## config.mk

```make
export PLATFORM = sky130hd
export DESIGN_NAME = viterbi_channel
export DESIGN_NICKNAME = d
export VERILOG_FILES = /design/src/rtl/viterbi_channel.sv
export SDC_FILE = /design/constraint.sdc
export NUM_CORES = 1
export LEC_CHECK = 0
export ABC_AREA = 1
export CAP_MARGIN = 15
export CORE_UTILIZATION = 40
export CTS_CLUSTER_SIZE = 24
export DETAILED_ROUTE_END_ITERATION = 10
export PLACE_DENSITY = 0.62
export SETUP_SLACK_MARGIN = 0.3
export SYNTH_ARGS = -nofsm -noshare
export SYNTH_HDL_FRONTEND = slang
export SYNTH_SLANG_ARGS = --single-unit
```

## constraint.sdc

```tcl
create_clock -name clk -period 7 [get_ports clk]
set_input_delay 1.4 -clock clk [delete_from_list [all_inputs] [get_ports clk]]
set_output_delay 1.4 -clock clk [all_outputs]
set_load 0.02 [all_outputs]
```

## src/rtl/viterbi_channel.sv

```systemverilog
// Channel model between convolutional encoder and Viterbi decoder: registers each
// 2-bit symbol, optionally corrupts it (periodic / random / burst) and keeps error statistics.
module viterbi_channel #(
  parameter int          N         = 4,
  parameter int          WINDOW    = 256,
  parameter int          BURST_LEN = 2,
  parameter logic [15:0] LFSR_SEED = 16'hACE1
) (
  input  logic        clk,
  input  logic        rst,
  input  logic        clear_i,
  input  logic [1:0]  mode_i,
  input  logic [1:0]  err_mask_i,
  input  logic        valid_i,
  input  logic [1:0]  sym_i,
  output logic        valid_o,
  output logic [1:0]  sym_o,
  output logic        err_o,
  output logic [15:0] word_ct_o,
  output logic [15:0] err_ct_o,
  output logic [15:0] bad_bit_ct_o,
  output logic        window_done_o
);

  localparam logic [15:0] WIN    = WINDOW[15:0];
  localparam logic [15:0] WIN_M1 = 16'(WINDOW - 1);
  localparam logic [N:0]  BL     = BURST_LEN[N:0];

  function automatic logic [15:0] sat_add(input logic [15:0] a, input logic [1:0] inc);
    logic [16:0] s;
    s = {1'b0, a} + {15'd0, inc};
    return s[16] ? 16'hFFFF : s[15:0];
  endfunction

  function automatic logic [1:0] popcnt2(input logic [1:0] m);
    return {1'b0, m[1]} + {1'b0, m[0]};
  endfunction

  // Fibonacci form, taps 16,14,13,11, shifting toward bit 0
  function automatic logic [15:0] lfsr_step(input logic [15:0] l);
    return {l[0] ^ l[2] ^ l[3] ^ l[5], l[15:1]};
  endfunction

  logic [15:0] lfsr;
  logic [15:0] word_ct, err_ct, bad_ct;
  logic        wdone;
  logic        vld_p1, err_p1;
  logic [1:0]  sym_p1;
  logic        hit;
  logic        err_hit;
  logic [1:0]  flip;

  // stage 0: corruption decision on the pre-increment word count
  always_comb begin
    hit = 1'b0;
    if (word_ct < WIN) begin
      case (mode_i)
        2'b01:   hit = &word_ct[N-1:0];
        2'b10:   hit = (lfsr[N-1:0] == '0);
        2'b11:   hit = ({1'b0, word_ct[N-1:0]} < BL);
        default: hit = 1'b0;
      endcase
    end
    flip    = hit ? err_mask_i : 2'b00;
    err_hit = hit && (err_mask_i != 2'b00);
  end

  // stage 1: registered symbol and statistics
  always_ff @(posedge clk or posedge rst) begin
    if (rst) begin
      vld_p1  <= 1'b0;
      sym_p1  <= 2'b00;
      err_p1  <= 1'b0;
      word_ct <= '0;
      err_ct  <= '0;
      bad_ct  <= '0;
      wdone   <= 1'b0;
      lfsr    <= LFSR_SEED;
    end else if (clear_i) begin
      vld_p1  <= 1'b0;
      word_ct <= '0;
      err_ct  <= '0;
      bad_ct  <= '0;
      wdone   <= 1'b0;
      lfsr    <= LFSR_SEED;
    end else if (valid_i) begin
      vld_p1  <= 1'b1;
      sym_p1  <= sym_i ^ flip;
      err_p1  <= err_hit;
      word_ct <= sat_add(word_ct, 2'd1);
      err_ct  <= sat_add(err_ct, {1'b0, err_hit});
      bad_ct  <= sat_add(bad_ct, popcnt2(flip));
      lfsr    <= lfsr_step(lfsr);
      if (word_ct == WIN_M1) wdone <= 1'b1;
    end else begin
      vld_p1  <= 1'b0;
    end
  end

  assign valid_o       = vld_p1;
  assign sym_o         = sym_p1;
  assign err_o         = err_p1;
  assign word_ct_o     = word_ct;
  assign err_ct_o      = err_ct;
  assign bad_bit_ct_o  = bad_ct;
  assign window_done_o = wdone;

endmodule

```

# == Word-level counts from Yosys, hierarchy flattened ==
# Cells that the tools add are included.
# totals
out_inout_bits,53
ff_bits,69
ram_bits,0
in_bits,10
memories,0
latch_bits,0
mem_bits_ro,0
word_cells,50
# classes
reduce_logical,8
n_eq_ne,4
n_div,0
multipliers,0
n_shift,0
order_cmp,2
n_bitwise,5
n_addsub,4
n_mux,19
# ops
cell,count
16-bit 2-to-1 mux,11
16-bit by 1-bit adder with 17-bit output,1
"16-bit by 1-bit adder with 17-bit output, second input constant",1
16-bit by 2-bit adder with 17-bit output,1
"16-bit by 8-bit equality test with 1-bit output, second input constant",1
"16-bit by 9-bit < comparator with 1-bit output, second input constant",1
1-bit 2-to-1 mux,6
2-bit nonzero test,3
"2-bit equality test, second input constant",2
4-bit logical NOT,1
"4-bit by 2-bit < comparator with 1-bit output, second input constant",1
2-bit AND reduction,2
4-bit AND reduction,1
1-bit one-hot mux with 3 select lines,1
1-bit XOR,3
1-bit by 1-bit adder with 2-bit output,1
"2-bit by 1-bit equality test with 1-bit output, second input constant",1
2-bit 2-to-1 mux,1
2-bit XOR,1
1-bit logical AND,1
1-bit NOT,1

# == Logic depth before layout (Yosys ltp) ==
# logic_depth
depth_word,9
depth_mapped,17
ltp_nobuf,17

# == Least setup slack after synthesis ==
# No wires, ideal clock.
# synth_timing
kind,input -> register
start,input port mode_i[0]
end,register bad_ct[13] (netlist: bad_bit_ct_o[13])
n_path_buf,0
t_arrival_ns,3.238
t_required_ns,6.917
setup_time_ns,0.083
setup_slack_ns,3.679
cell_stages,15
cell_sequence,inv_1 > nand4_1 > nand3_1 > nand2_1 > nor2_1 > nand2_1 > fa_1 > inv_1 > ha_1 > nand3_1 > nor3_2 > nand3_1 > nand3_1 > nand2_1 > o21ai_0
# synth_via
elab_chain_len,9
elab_cells_between_ends,11
cone_classes,add/sub (2); eq/ne (3); mux (6)
# synth_rtl
element,line_no,source
start: declaration,12,"input logic [1:0] mode_i,"
2-bit equality test / 2-bit by 1-bit equality test with 1-bit output (equally long branches),57,case (mode_i)
1-bit one-hot mux with 3 select lines (*),57,
1-bit 2-to-1 mux (*),56,if (word_ct < WIN) begin
2-bit 2-to-1 mux (*),64,flip = hit ? err_mask_i : 2'b00;
1-bit by 1-bit adder with 2-bit output (*),36,"return {1'b0, m[1]} + {1'b0, m[0]};"
16-bit by 2-bit adder with 17-bit output (*),31,"s = {1'b0, a} + {15'd0, inc};"
16-bit 2-to-1 mux (*),32,return s[16] ? 16'hFFFF : s[15:0];
16-bit 2-to-1 mux (*),86,end else if (valid_i) begin
16-bit 2-to-1 mux (*),79,end else if (clear_i) begin
end signal: assignment,92,"bad_ct <= sat_add(bad_ct, popcnt2(flip));"
end: declaration,45,"logic [15:0] word_ct, err_ct, bad_ct;"
# Every way passes the cells marked *; elsewhere a longest branch is shown, timed or not. The select of a mux whose other input is x is not followed.
# A chain may end at the register's enable or synchronous reset.

# == Worst setup path in the final report ==
# layout_timing
start,input port mode_i[0]
end,register bad_ct[9] (netlist: bad_bit_ct_o[9])
# Same word-level chain as after synthesis.

==> impl_metrics.tcl <==
set metrics [dict create \
    status "finished clean" \
    vias_per_cell 5.04 \
    htreeDepth 3 \
    critPathLaunchType "primary input" \
    final_core_util_pct 51.4 \
    whs_ps 493 \
    initial_core_util_pct 41.3 \
    antenna_found_initial 0 \
    cts-resized-gates 0 \
    avgRoutedWirePerCell_um 13.2 \
    syn_area_mm2 0.00406 \
    report.final.slew_viol_count 0 \
    post-cts-setup-buffer-count 0 \
    rows 36 \
    insertion_delay_ps 350 \
    max-slew-margin-rel_pct 42.7 \
    cp_data_arrival_time_ps 4110 \
    drive_gt1_share_pct 7.53 \
    syn_nets 570 \
    grt_pass1_vias 3567 \
    netlist_instances 555 \
    cts_max_path_buffers 2 \
    critPathKind "primary input to register" \
    final_cell_mix "151 x nand2_1, 77 x inv_1, 62 x clkdlybuf4s50_1" \
    area_delta_synth_final_pct 24.4 \
    dr.pass1.iters 4 \
    hold_viol 0 \
    cp_max_fo 6 \
    rsz0062_at_grt "no" \
    clkSinkCount 69 \
    peakVddDrop_uv 94.4 \
    drv_cap 0 \
    path_clk_slew_ps 80 \
    routabilityCongestion 0.840 \
    r2r_slack_ps 3760 \
    die-area_mm2 0.0106 \
    antenna_left 0 \
    cts_made_buffers 9 \
    period_needed_ps 3840 \
    root_buffer "clkbuf_8" \
    period_share_pct 54.8 \
    io_buffer_count 62 \
    grt_start_max_net_pins 70 \
    setup_viol 0 \
    track_usage_pct 20.7 \
    cp-end-kind "register" \
    dp_hpwl_um 6800 \
    cts_hold_buffers 0 \
    cts_tree "built" \
    hold_path.class "register to register" \
    avgSynthCellArea_um2 7.31 \
    vias 3815 \
    grt.overflow.total 0 \
    drc 0 \
    layout_commonest_cell "nand2_1" \
    diodes 0 \
    p_leak_nw 2.34 \
    tns_ps 0 \
    p_per_area_mw_per_mm2 171 \
    cp.required_ps 7270 \
    fin_worst_skew_ps 12.1 \
    pin_count 63 \
    chipHeight_um 103 \
    synth_warnings 0 \
    first_iter_violations 183 \
    fillers 976 \
    worst_pin_slew_ps 859 \
    synth_cell_type_count 35 \
    coreArea_mm2 0.00982 \
    ys_seq_area_share_pct 42.8 \
    max_freq_mhz 261 \
    grt_pass1_wl_um 16900 \
    ys_ff_latch 69 \
    drt-total-wl_um 10000 \
    die_w_um 103 \
    nets 634 \
]
## synth_stat cells (all sizes together)
| master | n | area [um2] |
|---|---|---|
| nand2 | 154 | 591 |
| inv | 80 | 300 |
| o21ai | 64 | 324 |
| dfrtp | 61 | 1530 |
| nor2 | 55 | 231 |
| nand3 | 48 | 240 |
| xor2 | 17 | 149 |
| nand4 | 13 | 96.3 |
| nor3 | 10 | 76.3 |
| clkbuf | 8 | 30.0 |
| dfstp | 8 | 210 |
| o22ai | 8 | 50.1 |
| a22oi | 6 | 45.0 |
| buf | 4 | 18.8 |
| ha | 4 | 50.1 |
| a21oi | 3 | 15.0 |
| nand3b | 3 | 22.5 |
| xnor2 | 3 | 26.3 |
| and2 | 1 | 6.26 |
| fa | 1 | 20.0 |
| nor3b | 1 | 7.51 |
| o2111ai | 1 | 8.76 |
| o211ai | 1 | 7.51 |
| or2 | 1 | 6.26 |
## kinds of logic (layout without fill, tap and decap cells)
logic type | Yosys count | in the layout | share of synthesized area (%)
AND/OR/NAND/NOR | 286 | 286 | 31.5
buffers and inverters | 92 | 161 | 8.60
flip-flops | 69 | 69 | 42.8
XOR/XNOR | 20 | 20 | 4.32
adder cells (fa/ha/maj) | 5 | 5 | 1.73
AO/OA/AOI/OAI | 83 | 83 | 11.1
## critical path: stages
cell             delay (ps)
clkdlybuf4s50_1         470
inv_1                   100
nand4_1                 100
nand3_1                  80
nand2_1                  50
nor2_1                  130
nand2_1                 110
fa_1                    390
inv_1                    90
ha_1                    230
nand3_1                 150
nor3_2                  210
nand3_1                 290
nand3_1                 170
nand2_1                  60
o21ai_0                  90
## layer usage
layer	global-route usage [%]	wire length, um	part of all wire, %	vias to the layer above
met1	29.5	4950	49	1800
met4	6.18	96	0.96	0
met5	0	0	0	-
li1	-	-	-	1915
met3	4.14	492	4.9	7
met2	31.9	4490	45	93
## stage by stage
stage | power (mW) | cells | worst slack, ps | instance area, um2
final | 0.866 | 757 | 3160 | 5050
after global routing | 0.898 | 757 | 2880 | 5050
after detailed placement | 0.501 | 741 | 2860 | 4830
after floorplan | 0.469 | 555 | 3680 | 4060
after global placement | 0.500 | 741 | 2920 | 4830
after CTS | 0.872 | 757 | 3210 | 5050
## worst paths after layout
check,cells after the start,endpoint,from
worst min-delay path,2,lfsr[5],lfsr[6]
min in group asynchronous,3,lfsr[4],rst
worst max-delay path,16,bad_bit_ct_o[9],mode_i[0]
worst min register to register,2,lfsr[5],lfsr[6]
worst max register to register,15,bad_bit_ct_o[9],word_ct_o[13]
max in group asynchronous,3,word_ct_o[10],rst
## report_power, final
part	internal [mW]	switching (mW)
Combinational	0.0264	0.0477
Clock	0.210	0.164
Sequential	0.412	0.00676
Total	0.648	0.218
## cell type report
cell class	instances	area [um2]	share of cell area [%]
Multi-Input combinational cell	394	1980	39.2
Clock inverter	6	86.3	1.71
Clock buffer	10	138	2.72
Tap cell	133	166	3.29
Inverter	80	300	5.95
Timing Repair Buffer	65	643	12.7
Sequential cell	69	1740	34.4
## flip-flops by register name, indices dropped and copies added (netlist names)
signal and cells:
err_ct_o 16, err_o 1, window_done_o 1, sym_o 2, word_ct_o 16, lfsr 16, valid_o 1, bad_bit_ct_o 16
No activity file was read; power rests on OpenSTA's default activity.
